<file path="config.mk">
export PLATFORM = sky130hd
export DESIGN_NAME = dual_port_ram_be_flat
export DESIGN_NICKNAME = d
export VERILOG_FILES = /design/src/rtl/dual_port_ram_be_if.sv /design/src/rtl/dual_port_ram_be.sv /design/src/flat_wrapper.sv
export SDC_FILE = /design/constraint.sdc
export NUM_CORES = 1
export LEC_CHECK = 0
export CORE_UTILIZATION = 45
export DETAILED_ROUTE_END_ITERATION = 10
export MAX_ROUTING_LAYER = met4
export PLACE_DENSITY = 0.72
export SLEW_MARGIN = 30
export SYNTH_ARGS = -nofsm -noshare
export SYNTH_HDL_FRONTEND = slang
export SYNTH_SLANG_ARGS = --single-unit
</file>
<file path="constraint.sdc">
create_clock -name clk -period 2.4 [get_ports clk]
set_input_delay 0.24 -clock clk [delete_from_list [all_inputs] [get_ports clk]]
set_output_delay 0.24 -clock clk [all_outputs]
set_load 0.01 [all_outputs]
</file>
<file path="src/rtl/dual_port_ram_be_if.sv">
// Bus bundle for dual_port_ram_be: write port, read port, init request and status.
// master drives requests; slave is the RAM.
interface dual_port_ram_be_if #(
  parameter int unsigned ADDR_WIDTH = 5,
  parameter int unsigned DATA_WIDTH = 32,
  parameter int unsigned BYTE_WIDTH = 8
);
  localparam int unsigned NUM_BYTES = DATA_WIDTH / BYTE_WIDTH;

  logic                  init_start;
  logic                  busy;
  logic [ADDR_WIDTH-1:0] waddr;
  logic [DATA_WIDTH-1:0] din;
  logic                  write_en;
  logic [NUM_BYTES-1:0]  byte_en;
  logic [ADDR_WIDTH-1:0] raddr;
  logic                  read_en;
  logic [DATA_WIDTH-1:0] dout;
  logic                  dout_valid;

  modport master (
    output init_start, waddr, din, write_en, byte_en, raddr, read_en,
    input  busy, dout, dout_valid
  );

  modport slave (
    input  init_start, waddr, din, write_en, byte_en, raddr, read_en,
    output busy, dout, dout_valid
  );
endinterface

</file>
<file path="src/rtl/dual_port_ram_be.sv">
// Simple dual-port RAM with byte-lane write enables, read valid, optional output
// register, selectable read-during-write bypass and a zero-initialisation engine.
module dual_port_ram_be #(
  parameter int unsigned ADDR_WIDTH = 5,
  parameter int unsigned DATA_WIDTH = 32,
  parameter int unsigned BYTE_WIDTH = 8,
  parameter int unsigned OUTPUT_REG = 0,
  parameter int unsigned RDW_BYPASS = 1
) (
  input  logic                clk,
  input  logic                reset,
  dual_port_ram_be_if.slave   bus
);
  localparam int unsigned NUM_BYTES = DATA_WIDTH / BYTE_WIDTH;
  localparam int unsigned DEPTH     = 2 ** ADDR_WIDTH;
  localparam logic [ADDR_WIDTH-1:0] TOP_ADDR = ADDR_WIDTH'(DEPTH - 1);

  typedef enum logic {ST_INIT, ST_READY} state_e;

  state_e                state_q, state_d;
  logic [ADDR_WIDTH-1:0] init_addr_q, init_addr_d;
  logic                  busy_q, busy_d;
  logic [DATA_WIDTH-1:0] pipe_data_q, pipe_data_d;
  logic                  pipe_valid_q, pipe_valid_d;
  logic [DATA_WIDTH-1:0] dout_q, dout_d;
  logic                  dout_valid_q, dout_valid_d;

  logic [DATA_WIDTH-1:0] mem_q [DEPTH];

  logic                  wr_fire_c;
  logic                  rd_fire_c;
  logic [NUM_BYTES-1:0]  mem_we_c;
  logic [ADDR_WIDTH-1:0] mem_waddr_c;
  logic [DATA_WIDTH-1:0] mem_wdata_c;
  logic [DATA_WIDTH-1:0] mem_rdata_c;
  logic [DATA_WIDTH-1:0] rd_word_c;

  // Init engine owns the write port while in ST_INIT; user traffic only in ST_READY.
  always_comb begin
    state_d     = state_q;
    init_addr_d = init_addr_q;
    busy_d      = busy_q;
    wr_fire_c   = 1'b0;
    rd_fire_c   = 1'b0;
    mem_we_c    = '0;
    mem_waddr_c = bus.waddr;
    mem_wdata_c = bus.din;
    case (state_q)
      ST_INIT: begin
        mem_we_c    = '1;
        mem_waddr_c = init_addr_q;
        mem_wdata_c = '0;
        if (init_addr_q == TOP_ADDR) begin
          state_d     = ST_READY;
          busy_d      = 1'b0;
          init_addr_d = '0;
        end else begin
          init_addr_d = init_addr_q + 1'b1;
        end
      end
      ST_READY: begin
        rd_fire_c = bus.read_en;
        if (bus.init_start) begin
          state_d     = ST_INIT;
          init_addr_d = '0;
          busy_d      = 1'b1;
        end else begin
          wr_fire_c = bus.write_en;
          if (bus.write_en) begin
            mem_we_c = bus.byte_en;
          end
        end
      end
      default: begin
        state_d = ST_INIT;
      end
    endcase
  end

  // Same-address bypass merges only the lanes actually being written this cycle.
  always_comb begin
    mem_rdata_c = mem_q[bus.raddr];
    rd_word_c   = mem_rdata_c;
    for (int unsigned i = 0; i < NUM_BYTES; i++) begin
      if ((RDW_BYPASS != 0) && wr_fire_c && bus.byte_en[i] && (bus.waddr == bus.raddr)) begin
        rd_word_c[i*BYTE_WIDTH +: BYTE_WIDTH] = bus.din[i*BYTE_WIDTH +: BYTE_WIDTH];
      end
    end
  end

  always_comb begin
    pipe_valid_d = 1'b0;
    pipe_data_d  = pipe_data_q;
    dout_valid_d = 1'b0;
    dout_d       = dout_q;
    if (OUTPUT_REG != 0) begin
      pipe_valid_d = rd_fire_c;
      if (rd_fire_c) begin
        pipe_data_d = rd_word_c;
      end
      dout_valid_d = pipe_valid_q;
      if (pipe_valid_q) begin
        dout_d = pipe_data_q;
      end
    end else begin
      dout_valid_d = rd_fire_c;
      if (rd_fire_c) begin
        dout_d = rd_word_c;
      end
    end
  end

  always_ff @(posedge clk or posedge reset) begin
    if (reset) begin
      state_q      <= ST_INIT;
      init_addr_q  <= '0;
      busy_q       <= 1'b1;
      pipe_data_q  <= '0;
      pipe_valid_q <= 1'b0;
      dout_q       <= '0;
      dout_valid_q <= 1'b0;
    end else begin
      state_q      <= state_d;
      init_addr_q  <= init_addr_d;
      busy_q       <= busy_d;
      pipe_data_q  <= pipe_data_d;
      pipe_valid_q <= pipe_valid_d;
      dout_q       <= dout_d;
      dout_valid_q <= dout_valid_d;
    end
  end

  // Storage is not reset; the init engine clears it.
  always_ff @(posedge clk) begin
    for (int unsigned i = 0; i < NUM_BYTES; i++) begin
      if (mem_we_c[i]) begin
        mem_q[mem_waddr_c][i*BYTE_WIDTH +: BYTE_WIDTH] <= mem_wdata_c[i*BYTE_WIDTH +: BYTE_WIDTH];
      end
    end
  end

  assign bus.busy       = busy_q;
  assign bus.dout       = dout_q;
  assign bus.dout_valid = dout_valid_q;
endmodule

</file>
<file path="src/flat_wrapper.sv">
// flat-port wrapper written by rule: the top's interface ports become plain ports
module dual_port_ram_be_flat 
#(
  parameter int unsigned ADDR_WIDTH = 5,
  parameter int unsigned DATA_WIDTH = 32,
  parameter int unsigned BYTE_WIDTH = 8,
  parameter int unsigned OUTPUT_REG = 0,
  parameter int unsigned RDW_BYPASS = 1
)
  (clk, reset, bus_init_start, bus_waddr, bus_din, bus_write_en, bus_byte_en, bus_raddr, bus_read_en, bus_busy, bus_dout, bus_dout_valid);
  dual_port_ram_be_if #(.ADDR_WIDTH(ADDR_WIDTH), .DATA_WIDTH(DATA_WIDTH), .BYTE_WIDTH(BYTE_WIDTH)) bus_i ();
  input  logic clk;
  input  logic reset;
  input wire logic [$bits(bus_i.init_start)-1:0] bus_init_start;
  input wire logic [$bits(bus_i.waddr)-1:0] bus_waddr;
  input wire logic [$bits(bus_i.din)-1:0] bus_din;
  input wire logic [$bits(bus_i.write_en)-1:0] bus_write_en;
  input wire logic [$bits(bus_i.byte_en)-1:0] bus_byte_en;
  input wire logic [$bits(bus_i.raddr)-1:0] bus_raddr;
  input wire logic [$bits(bus_i.read_en)-1:0] bus_read_en;
  output wire logic [$bits(bus_i.busy)-1:0] bus_busy;
  output wire logic [$bits(bus_i.dout)-1:0] bus_dout;
  output wire logic [$bits(bus_i.dout_valid)-1:0] bus_dout_valid;
  assign bus_i.init_start = bus_init_start;
  assign bus_i.waddr = bus_waddr;
  assign bus_i.din = bus_din;
  assign bus_i.write_en = bus_write_en;
  assign bus_i.byte_en = bus_byte_en;
  assign bus_i.raddr = bus_raddr;
  assign bus_i.read_en = bus_read_en;
  assign bus_busy = bus_i.busy;
  assign bus_dout = bus_i.dout;
  assign bus_dout_valid = bus_i.dout_valid;
  dual_port_ram_be #(.ADDR_WIDTH(ADDR_WIDTH), .DATA_WIDTH(DATA_WIDTH), .BYTE_WIDTH(BYTE_WIDTH), .OUTPUT_REG(OUTPUT_REG), .RDW_BYPASS(RDW_BYPASS)) u_core (.clk(clk), .reset(reset), .bus(bus_i));
endmodule
</file>
==> key figures <==
Routing
  • Initial detailed-routing violation count: about 3.3k
  • Detail-routed net length per standard cell: 28.1 um
  • DRC viols: 0
  • Ratio of routed vias to standard cells: 6.07
  • WL final: 115000 um
  • Router iterations before antenna repair: 6
  • Overall via count from detail_route: 24.8k
  • Number of nets still failing antenna checks after routing: 0

GRT
  • Largest net degree at the start of global routing: 37
  • Number of global-route vias before repair: 24.8k
  • GRT Overall Usage: 25.0%
  • Number of antenna violations at the first check in global routing: 1
  • Global-route wire length before repair: approximately 170000 um
  • Residual overflow from global routing: 0

Floorplan
  • Die Y: 308 um
  • # IOs: 85
  • Floorplan core area: 92200 um^2
  • Area enclosed by the die boundary: 94900 um^2
  • Horiz. Die Dim: 308 um
  • Row count: 111
  • Effective utilization at floorplan: 45.7%

CTS
  • Clock slew at the register clock pins of the worst setup and hold paths: 0.07 ns
  • Cell chosen for the clock root: clkbuf_16
  • Clock tree buffer depth: 3
  • CTS tree: built
  • Number of clock sinks: 1064
  • H-tree level count: 3
  • Clock insertion delay at the later pin of the skew report: 0.67 ns
  • Number of buffers inserted during clock tree synthesis: around 100

Finish
  • Post-route non-filler standard cell count: 4090
  • Share of cells above drive strength 1: 25.9%
  • Post-route standard cell area excluding fillers: 50900 um^2
  • Count of nets after finishing: between 2k and 3k
  • Post-layout utilization of the core: 55.2%
  • Syn-to-layout area delta: 20.7%
  • Antenna fix cells: 0
  • Fillers: 6967

STA
  • Final critical path time including I/O delays and setup: roughly 2.4 ns
  • Max Slew Vio Count: 0
  • Worst slew margin relative to its limit: approximately 34%
  • Final hold vios: 0
  • Tightest hold margin: between 0.15 and 0.2 ns
  • Worst-case setup margin in the final layout: 0.0231 ns
  • Portion of the clock cycle consumed by the worst path in the final layout: 99.0%
  • Skew final: 0.0189 ns
  • Worst Max-Slew Pin Slew: 0.972 ns
  • Total negative setup slack: 0 ns
  • Fmax: 421 MHz
  • Final Setup Violations: 0

Placement
  • Post-place setup slack: -0.229 ns
  • IO buf count: 84
  • Half-perimeter wire length of the detailed placement result: a little under 80000 um
  • Weighted congestion at the end of routability-driven global placement: 0.910
  • Cell area reported after detailed placement: 47400 um^2
  • Placed cells: between 3k and 4k

Logic synthesis
  • Main flop type after synthesis: edfxtp_1
  • Cell area after technology mapping: between 40000 and 50000 um^2
  • Part of the Yosys area used for sequential elements: roughly 75%
  • Top cells by area, synth: edfxtp_1, mux4_2, mux2i_1, a22oi_1, dfrtp_1
  • Number of synthesized flops with an enable pin: just over 1k
  • Number of storage elements in the synthesis netlist: between 1k and 1.5k
  • Average instance area after synthesis: 18.0 um^2
  • Library cell occupying the most area in the post-synthesis netlist: edfxtp_1
  • Cell count after synthesis: around 2.3k
  • Async set-reset flop share out of synthesis: 3.76%
  • Mapped Nets: 2394
  • Top-area cell type share of the netlist area: between 70 and 80%
  • YS warnings: 0
  • Number of distinct library cells after synthesis: a little over 50

Power
  • Leakage power summed over all cells: 17.9 nW
  • Total power density per cell area: 966 nW/um^2
  • Peak supply drop: around 0.54 mV
  • Final total power: slightly below 50 mW

Hold path
  • Classification of the worst-slack hold path: in2reg

Setup path
  • Critical path start-end classification: reg2reg
  • Arrival time reported for the critical path endpoint: between 2 and 3 ns
  • Type of destination of the critical path: register
  • Data required time of the critical path: 2.77 ns
  • Startpoint kind of the worst setup timing path: register
  • Worst Path Max Fanout: 8

Job
  • Number of max-cap violations: 0

Outcome
  • Run status: finished, final reports clean
## layer usage
metal  up-vias  GRT usage (%)  wire [um]
li1      10300              -          -
met1     12700           32.1      43000
met2      1599           39.7      55800
met3       276           4.90      11900
met4         0           9.04       4350
met5         -              -          0
## repair_timing
item	4_1_cts	5_1_grt
pin swaps	0	1
buffers inserted	4	0
hold endpoints to repair	7	0
hold buffers	1	0
setup endpoints to repair	160	233
gates resized for setup	6	27
## critical path, stage by stage (launching register included)
cell and delay [ns]:
dfrtp_2 0.43, buf_2 0.18, nor3_1 0.21, buf_4 0.15, a21oi_4 0.06, buf_4 0.16
buf_4 0.17, nand2b_1 0.23, buf_4 0.19, nor2_1 0.13, buf_6 0.18
## final timing paths
path                                startpoint                     to  slack (ns)  cells after the start
min in group asynchronous                reset  u_core.bus.dout_valid        0.41                      3
hold reg to reg            u_core.bus.dout[22]    u_core.bus.dout[22]        0.49                      2
max in group asynchronous                reset    u_core.bus.dout[14]        1.32                      4
setup reg to reg                u_core.state_q     u_core.mem_q[0][3]        0.02                     10
hold / removal                      bus_din[7]     u_core.bus.dout[7]        0.18                      3
setup / recovery                u_core.state_q     u_core.mem_q[0][3]        0.02                     10
## sequential cells by signal, indices dropped and copies added, names as in the netlist
register	cells
u_core.state_q	1
u_core.init_addr_q	5
u_core.mem_q	1024
u_core.bus.busy	1
u_core.bus.dout	32
u_core.bus.dout_valid	1
## logic make-up after synthesis
family	share of synthesized area (%)
DFF	75.3
and+or+nand+nor	5.34
muxes	13.1
AOI/OAI and AO/OA	4.27
buffers and inverters	1.74
xor gates and xnor gates	0.199
adders and majority gates	0.0593
## cells in the final DEF (no fill, tap or decap), drive strengths merged, types with 16 or more instances in the layout
master / n
nand2b: 16
o21ai: 63
mux4: 130
clkbuf: 122
nand2: 85
nor3: 94
dfrtp: 39
a21oi: 36
clkinv: 45
edfxtp: 1024
nand3: 72
a22oi: 131
buf: 389
clkdlybuf4s50: 79
mux2i: 255
nand4: 29
nor2: 90
and2: 37
## Yosys cell counts, drive strengths merged, types with 16 or more instances
master / number
a21oi: 36
mux2i: 255
nand4: 29
nand3: 72
mux4: 130
nor3: 94
edfxtp: 1024
nand2b: 16
nor2: 90
dfrtp: 39
and2: 37
a22oi: 131
buf: 76
nand2: 85
o21ai: 63
clkbuf: 73
## layout make-up
class	count	area, um^2	share of cell area (%)
clock buffer	122	2650	5.20
clock inverter	64	689	1.35
inverter	7	26.3	0.0516
multi-input combinational	1121	10000	19.7
sequential	1064	31800	62.4
tap	1243	1560	3.06
timing repair buffer	469	4200	8.26
## report_power, final
| group | internal, mW | total (mW) | switching, mW |
|---|---|---|---|
| Combinational | 3.50 | 9.31 | 5.81 |
| Sequential | 23.1 | 23.8 | 0.671 |
| Clock | 9.36 | 16.1 | 6.73 |
Power figures use the tool's default switching activity.
